===== src/rtl/cpu_seq_pkg.sv =====
// cpu_seq_pkg: sequencer state and fault encodings shared by the sequencer and its bench.
package cpu_seq_pkg;
  localparam int SEQ_STATE_WIDTH = 3;
  typedef enum logic [SEQ_STATE_WIDTH-1:0] {
    SEQ_FETCH,
    SEQ_EXEC,
    SEQ_MEM,
    SEQ_WB,
    SEQ_HALT
  } seq_state_e;
  typedef enum logic [1:0] {
    FAULT_NONE,
    FAULT_ILLEGAL,
    FAULT_MISALIGN,
    FAULT_TIMEOUT
  } fault_e;
endpackage


===== src/rtl/cpu_seq_wait_timer.sv =====
// cpu_seq_wait_timer: saturating count of un-acked request cycles; expired flags the
// cycle that would be the WAIT_LIMIT-th un-acked one (WAIT_LIMIT=0 never expires).
module cpu_seq_wait_timer #(
  parameter int unsigned WAIT_LIMIT = 255
) (
  input  logic i_clk,
  input  logic i_rst_n,
  input  logic i_clr,
  input  logic i_en,
  output logic o_expired
);
  localparam int unsigned W = (WAIT_LIMIT > 1) ? $clog2(WAIT_LIMIT + 1) : 1;
  localparam logic [W-1:0] LAST = W'((WAIT_LIMIT == 0) ? 0 : WAIT_LIMIT - 1);
  logic [W-1:0] cnt_q, cnt_d;
  assign cnt_d = i_clr ? '0 : (i_en && cnt_q != '1) ? cnt_q + 1'b1 : cnt_q;
  assign o_expired = (WAIT_LIMIT != 0) && i_en && (cnt_q >= LAST);
  always_ff @(posedge i_clk or negedge i_rst_n) begin
    if (!i_rst_n) cnt_q <= '0;
    else cnt_q <= cnt_d;
  end
endmodule


===== src/rtl/cpu_seq.sv =====
// cpu_seq: multi-cycle FETCH/EXEC/MEM/WB sequencer for the RV32 core; owns PC and IR,
// drives the memory handshakes and retires exactly one instruction at a time.
module cpu_seq
  import cpu_seq_pkg::*;
#(
  parameter logic [31:0] RESET_PC   = 32'h0000_0000,
  parameter int unsigned WAIT_LIMIT = 255
) (
  input  logic        i_clk,
  input  logic        i_rst_n,
  output logic        o_imem_req,
  output logic [31:0] o_imem_addr,
  input  logic        i_imem_ack,
  input  logic [31:0] i_imem_rdata,
  output logic [31:0] o_instr,
  input  logic        i_is_load,
  input  logic        i_is_store,
  input  logic        i_is_branch,
  input  logic        i_is_jump,
  input  logic        i_wb_en,
  input  logic        i_illegal,
  input  logic        i_cmp_res,
  input  logic [31:0] i_alu_res,
  output logic [31:0] o_alu_q,
  output logic        o_dmem_req,
  output logic        o_dmem_we,
  input  logic        i_dmem_ack,
  output logic        o_rf_we,
  output logic [31:0] o_pc,
  output logic        o_retire,
  output logic        o_halted,
  output logic [1:0]  o_fault
);
  seq_state_e  state_q, state_d;
  fault_e      fault_q, fault_d;
  logic [31:0] pc_q, pc_d, instr_q, instr_d, alu_q, alu_d, npc;
  logic        waiting, ack, expired;
  assign waiting = (state_q == SEQ_FETCH) || (state_q == SEQ_MEM);
  assign ack     = (state_q == SEQ_FETCH) ? i_imem_ack : i_dmem_ack;
  assign npc     = (i_is_jump || (i_is_branch && i_cmp_res)) ? alu_q : pc_q + 32'd4;
  cpu_seq_wait_timer #(.WAIT_LIMIT(WAIT_LIMIT)) u_wait_timer (
    .i_clk    (i_clk),
    .i_rst_n  (i_rst_n),
    .i_clr    (!waiting),
    .i_en     (waiting && !ack),
    .o_expired(expired)
  );
  always_comb begin
    state_d = state_q;
    fault_d = fault_q;
    pc_d    = pc_q;
    instr_d = instr_q;
    alu_d   = alu_q;
    case (state_q)
      SEQ_FETCH: if (i_imem_ack) begin
        instr_d = i_imem_rdata;
        state_d = SEQ_EXEC;
      end
      SEQ_EXEC: if (i_illegal) begin
        state_d = SEQ_HALT;
        fault_d = FAULT_ILLEGAL;
      end else begin
        alu_d   = i_alu_res;
        state_d = (i_is_load || i_is_store) ? SEQ_MEM : SEQ_WB;
      end
      SEQ_MEM: if (i_dmem_ack) state_d = SEQ_WB;
      SEQ_WB: if (npc[1:0] != 2'b00) begin
        state_d = SEQ_HALT;
        fault_d = FAULT_MISALIGN;
      end else begin
        pc_d    = npc;
        state_d = SEQ_FETCH;
      end
      default: ;
    endcase
    // expired already excludes an ack in the same cycle, so ack wins the race
    if (expired) begin
      state_d = SEQ_HALT;
      fault_d = FAULT_TIMEOUT;
    end
  end
  always_ff @(posedge i_clk or negedge i_rst_n) begin
    if (!i_rst_n) begin
      state_q <= SEQ_FETCH;
      fault_q <= FAULT_NONE;
      pc_q    <= RESET_PC;
      instr_q <= '0;
      alu_q   <= '0;
    end else begin
      state_q <= state_d;
      fault_q <= fault_d;
      pc_q    <= pc_d;
      instr_q <= instr_d;
      alu_q   <= alu_d;
    end
  end
  // reset itself masks the fetch request so an abandoned fetch drops immediately
  assign o_imem_req  = i_rst_n && (state_q == SEQ_FETCH);
  assign o_imem_addr = pc_q;
  assign o_instr     = instr_q;
  assign o_alu_q     = alu_q;
  assign o_dmem_req  = state_q == SEQ_MEM;
  assign o_dmem_we   = (state_q == SEQ_MEM) && i_is_store;
  assign o_rf_we     = (state_q == SEQ_WB) && i_wb_en && !i_is_store;
  assign o_retire    = state_q == SEQ_WB;
  assign o_halted    = state_q == SEQ_HALT;
  assign o_pc        = pc_q;
  assign o_fault     = fault_q;
endmodule


===== config.mk =====
export PLATFORM = sky130hd
export DESIGN_NAME = cpu_seq
export DESIGN_NICKNAME = d
export VERILOG_FILES = /design/src/rtl/cpu_seq_pkg.sv /design/src/rtl/cpu_seq_wait_timer.sv /design/src/rtl/cpu_seq.sv
export SDC_FILE = /design/constraint.sdc
export NUM_CORES = 1
export LEC_CHECK = 0
export BUFFER_PORTS_ARGS = -buffer_cell sky130_fd_sc_hd__buf_2
export CORE_MARGIN = 2
export CORE_UTILIZATION = 49
export CTS_CLUSTER_SIZE = 20
export DETAILED_ROUTE_END_ITERATION = 8
export GPL_TIMING_DRIVEN = 0
export PLACE_DENSITY = 0.8
export SETUP_SLACK_MARGIN = 0.3
export SLEW_MARGIN = 10
export SYNTH_ARGS = -nofsm -noshare
export SYNTH_HDL_FRONTEND = slang
export SYNTH_SLANG_ARGS = --single-unit

===== constraint.sdc =====
create_clock -name i_clk -period 2.1 [get_ports i_clk]
set_input_delay 0.525 -clock i_clk [delete_from_list [all_inputs] [get_ports i_clk]]
set_output_delay 0.525 -clock i_clk [all_outputs]
set_load 0.005 [all_outputs]

# ---- After elaboration in Yosys (flattened, before gate mapping)
# Cells that the tools add are included.
dict set report totals {
  in_bits 75
  wordCells 58
  regBits 109
  out_inout_bits 136
}
dict set report op_classes {
  n_reduce_logical 22
  bitwise 2
  add_sub_neg 2
  order_cmp 1
  n_mux 15
  eq_ne 10
}
# op count
set ops {}
lappend ops {{$add A32 B3 Y32 const B} 1}
lappend ops {{$mux W32} 1}
lappend ops {{$mux W8} 2}
lappend ops {{$mux W3} 5}
lappend ops {{$pmux W3 S4} 1}
lappend ops {{$add A8 B1 Y8 const B} 1}
lappend ops {{$ge A8 B8 Y1 const B} 1}
lappend ops {{$logic_and A1 B1 Y1} 8}
lappend ops {{$ne A8 B8 Y1 const B} 1}
lappend ops {{$eq A3 B2 Y1 const B} 2}
lappend ops {{$mux W2} 3}
lappend ops {{$ne A3 B1 Y1 const B} 2}
lappend ops {{$ne A3 B3 Y1 const B} 2}
lappend ops {{$reduce_and A2 Y1} 3}
lappend ops {{$reduce_and A3 Y1} 2}
lappend ops {{$reduce_bool A5 Y1} 1}
lappend ops {{$pmux W2 S2} 1}
lappend ops {{$eq A3 B1 Y1 const B} 1}
lappend ops {{$eq A3 B3 Y1 const B} 1}
lappend ops {{$logic_not A3 Y1} 1}
lappend ops {{$logic_or A1 B1 Y1} 3}
lappend ops {{$reduce_bool A3 Y1} 1}
lappend ops {{$logic_not A1 Y1} 2}
lappend ops {{$mux W1} 2}
lappend ops {{3 further kinds} 4}

# ---- Longest topological paths before layout
dict set report depth {
  ltp_word 7
  ltp_mapped 8
  mapped_depth_nobuf 6
}

# ---- Modules after synthesis
# From an unflattened synthesis, not the netlist that was laid out.
dict set report hier_totals {
  cells_unflattened 503
  hier_area_um2 5577.8
}
# mod n_inst cells_each seq_area_each_um2 area_each_um2
set modules_own_cells {}
lappend modules_own_cells {cpu_seq 1 451 2527.4 5094.9}
lappend modules_own_cells {cpu_seq_wait_timer 1 52 200.2 483.0}

# ---- Worst setup path after synthesis
# OpenSTA, ideal clock, no wires.
dict set report synth_path {
  kind {input -> register}
  start {input port i_is_branch}
  end {register pc_q[8], in the netlist o_imem_addr[8]}
  required_time_ns 1.974
  arrival_ns 1.763
  path_slack_ns 0.211
  setup_time_ns 0.126
  path_stages 6
  n_path_buf 1
  cell_sequence {a21oi_2 -> mux2_2 -> nand2_1 -> clkbuf_1 -> nor2_1 -> a2bb2oi_1}
}
dict set report synth_between {
  elab_chain_len 6
}
# item line_no
set synth_lines {}
lappend synth_lines {{start: declaration} cpu_seq.sv:18} ;# input logic i_is_branch,
lappend synth_lines {{$logic_and A1 B1 Y1 (*)} cpu_seq.sv:40} ;# assign npc = (i_is_jump || (i_is_branch && i_cmp_res)) ? alu_q : pc_q + 32'd4;
lappend synth_lines {{$logic_or A1 B1 Y1 (*)} cpu_seq.sv:40}
lappend synth_lines {{$mux W32 (*)} cpu_seq.sv:40}
lappend synth_lines {{$reduce_bool A2 Y1} cpu_seq.sv:67} ;# SEQ_WB: if (npc[1:0] != 2'b00) begin
lappend synth_lines {{$not A1 Y1 (no line)} -}
lappend synth_lines {{$reduce_and A2 Y1 (no line)} -}
lappend synth_lines {{end signal: assignment} cpu_seq.sv:92} ;# pc_q <= pc_d;
lappend synth_lines {{end: declaration} cpu_seq.sv:36} ;# logic [31:0] pc_q, pc_d, instr_q, instr_d, alu_q, alu_d, npc;
# Every way passes the cells marked *; elsewhere a longest branch is shown, timed or not.
# A chain may end at the register's enable or synchronous reset.

# ---- Worst setup path in the final report
dict set report layout_path {
  start {register pc_q[21], in the netlist o_imem_addr[21]}
  end {register pc_q[31], in the netlist o_imem_addr[31]}
}
dict set report layout_between {
  elab_chain_len 2
}
# item line_no
set layout_lines {}
lappend layout_lines {{$add A32 B3 Y32} cpu_seq.sv:40}
lappend layout_lines {{$mux W32} cpu_seq.sv:40}
# No other way between the ends.

==> flow_metrics.tcl <==
set metrics [dict create \
    dpl.cell_count 847 \
    tightest_slew_ns 0.624 \
    yosysTopAreaCellShare 0.507 \
    core-area_mm2 0.0108 \
    path_max_fanout 4 \
    arrival_ns 2.27 \
    gp_congestion 0.914 \
    cts_made_buffers 9 \
    setup_viol_count_final 0 \
    clock_latency_ns 0.38 \
    grt_pass1_vias 4983 \
    port_buffers 210 \
    final_cell_mix "buf_2, dfrtp_1, buf_4" \
    wl_per_cell_um 19.2 \
    p_int_uw 4060 \
    period_share 0.958 \
    cap_violations 0 \
    peakVddDrop_mv 0.506 \
    synth_cells 496 \
    dr.pass1.iters 9 \
    yosys_warnings 0 \
    final_common_cell "buf_2" \
    synth_area_mm2 0.00539 \
    clock.fmax_mhz 497 \
    slew_viol_final 0 \
    violations "DRC" \
    slew_headroom 0.584 \
    ff_latch_area_mm2 0.00274 \
    power.switching_uw 1810 \
    place.detailed.hpwl_um 10900 \
    diodes 0 \
    htree_levels 3 \
    num_rows 38 \
    synth_top_flop_cell "dfrtp_1" \
    io_pins 211 \
    synth.avg_cell_area_um2 10.9 \
    start_util 0.499 \
    seq_area_frac_synth 0.507 \
    die_h_um 109 \
    hold_viol_final 0 \
    cp-end-kind "flop" \
    fin_cells 931 \
    avgViaCountPerCell 5.84 \
    synth_cell_types 50 \
    p_comb_frac 0.297 \
    start_kind "flop" \
    use_met2 0.452 \
    grtUsageTotal 0.263 \
    synthArstFlopShare 1.00 \
    vias 5440 \
    grt-ovfl-total 0 \
    drc_errors 1 \
    clock-sinks 109 \
    finalCriticalPeriod_ns 2.01 \
    die_w_um 109 \
    top_usage_layer "met2" \
    ys_ff_latch 109 \
    worstHoldPathType "primary input to async pin" \
    multi_input_area_mm2 0.00261 \
    drive_above_1_share 0.588 \
    finClkSkew_ns 0.0202 \
    clkSlewWorstSetupHoldPaths_ns 0.11 \
    worstPathRequired_ns 2.35 \
    postRouteAntennaNets 0 \
    rsz0062_at_grt "true" \
    cts_tree "done" \
    synth_edf_count 0 \
    grt_pass1_wl_um 24100 \
    place_area_mm2 0.00666 \
    critPathKind "flop to flop" \
    ys_top_cells_by_area "dfrtp_1, mux2_2, buf_4, a21oi_1, nand2_1" \
    sequentialPowerShare 0.477 \
    drtIter0Drc 401 \
    cts_max_path_buffers 2 \
    grt_use_met3 0.0568 \
    power_density_mw_per_mm2 736 \
    synth_nets 574 \
    status "finished, violations left" \
    leakage_uw 0.00398 \
    antenna_found_initial 0 \
    p_clk_frac 0.226 \
    nFillCells 743 \
    yosysTopAreaCell "dfrtp_1" \
    use_met1 0.312 \
    grt_max_degree 84 \
    swShare 0.309 \
    dieArea_mm2 0.0118 \
    drt-total-wl_um 17900 \
    areaGrowthSynthToFinish_pct 48.3 \
    cts_root_buffer "clkbuf_8" \
    nets 864 \
    final_area_mm2 0.00799 \
]
==> what timing repair did <==
| action | 4_1_cts | 5_1_grt |
|---|---|---|
| gates cloned | 0 | 6 |
| setup endpoints to repair | 106 | 99 |
| buffers inserted | 29 | 33 |
| resized for setup | 50 | 97 |
| pin swaps | 10 | 15 |
| hold buffers | 0 | 0 |
==> synth_stat cells (11+ instances only) <==
cell type and n:
nand3_1 23, mux2_2 65, nand2_1 32, buf_4 32, dfrtp_1 109, o21ai_0 17, buf_2 15, a21oi_1 34
o22ai_1 12, inv_1 11, clkbuf_1 12, nand4_1 12, nor2_1 25
==> final cells by class <==
type	instances	share of cell area
repair buffers	279	0.216
clock inverters	6	0.00783
well taps	140	0.0219
plain buffers	59	0.0611
inverters	11	0.00580
flip-flops and latches	109	0.343
multi-input cells	317	0.327
clock buffers	10	0.0172
==> routing by layer <==
metal  routed length (um)  part of all wire
met5                    0                 0
met4                  613             0.034
met3                 1610             0.090
met2                 9040              0.50
met1                 6660              0.37
==> stage by stage <==
stage           util  hold slack, ns  setup slack (ns)  total power, uW  TNS [ns]
2_1_floorplan      -           0.229             0.310             3440         0
3_3_place_gp   0.614           0.462             -1.27             4120    -85.97
3_5_place_dp   0.617           0.415            -0.155             4190     -6.38
4_1_cts        0.672         0.00759             0.180             5630         0
5_1_grt        0.740         0.00728            0.0803             6160         0
6_report       0.740         0.00146            0.0880             5880         0
==> path summary, 6_finish.rpt <==
| path | start | to | slack [ns] | cells after the start |
|---|---|---|---|---|
| setup / recovery | o_imem_addr[21]$_DFFE_PN0P_ | o_imem_addr[31]$_DFFE_PN0P_ | 0.09 | 5 |
| hold / removal | i_rst_n | o_alu_q[30]$_DFFE_PN0P_ | 0.001 | 1 |
| setup reg to reg | o_imem_addr[21]$_DFFE_PN0P_ | o_imem_addr[31]$_DFFE_PN0P_ | 0.09 | 5 |
| hold reg to reg | u_wait_timer.cnt_q[4]$_DFFE_PN0P_ | u_wait_timer.cnt_q[4]$_DFFE_PN0P_ | 0.50 | 1 |
| max in group asynchronous | i_rst_n | o_alu_q[4]$_DFFE_PN0P_ | 1.39 | 2 |
| min in group i_clk | i_alu_res[23] | o_alu_q[23]$_DFFE_PN0P_ | 0.34 | 3 |
==> power groups by stage <==
stage          registers [uW]  clock network, uW  logic [uW]
5_1_grt                  2840               1430        1890
6_report                 2800               1330        1750
3_3_place_gp             2820                  0        1300
3_5_place_dp             2840                  0        1350
4_1_cts                  2780               1330        1520
2_1_floorplan            2800                  0         643
==> worst max-delay path: stages, from the launching register on <==
cell and delay, ns:
dfrtp_1 0.47, nand4_1 0.28, nor4_4 0.49, nand3_2 0.21
o311ai_2 0.29, o311ai_2 0.13
==> registers in the layout, indices dropped and copies added, names as in the netlist <==
| name | flops |
|---|---|
| state_q | 3 |
| o_imem_addr | 32 |
| o_instr | 32 |
| u_wait_timer.cnt_q | 8 |
| o_fault | 2 |
| o_alu_q | 32 |
==> cells by family after synthesis <==
family,synth area share
multiplexers,0.140
XOR/XNOR,0.00325
buffers and inverters,0.0746
adder cells (fa/ha/maj),0.00697
flip-flops,0.507
AO/OA/AOI/OAI,0.136
AND/OR/NAND/NOR,0.133
Note: power is estimated with default switching activity, not from simulation.
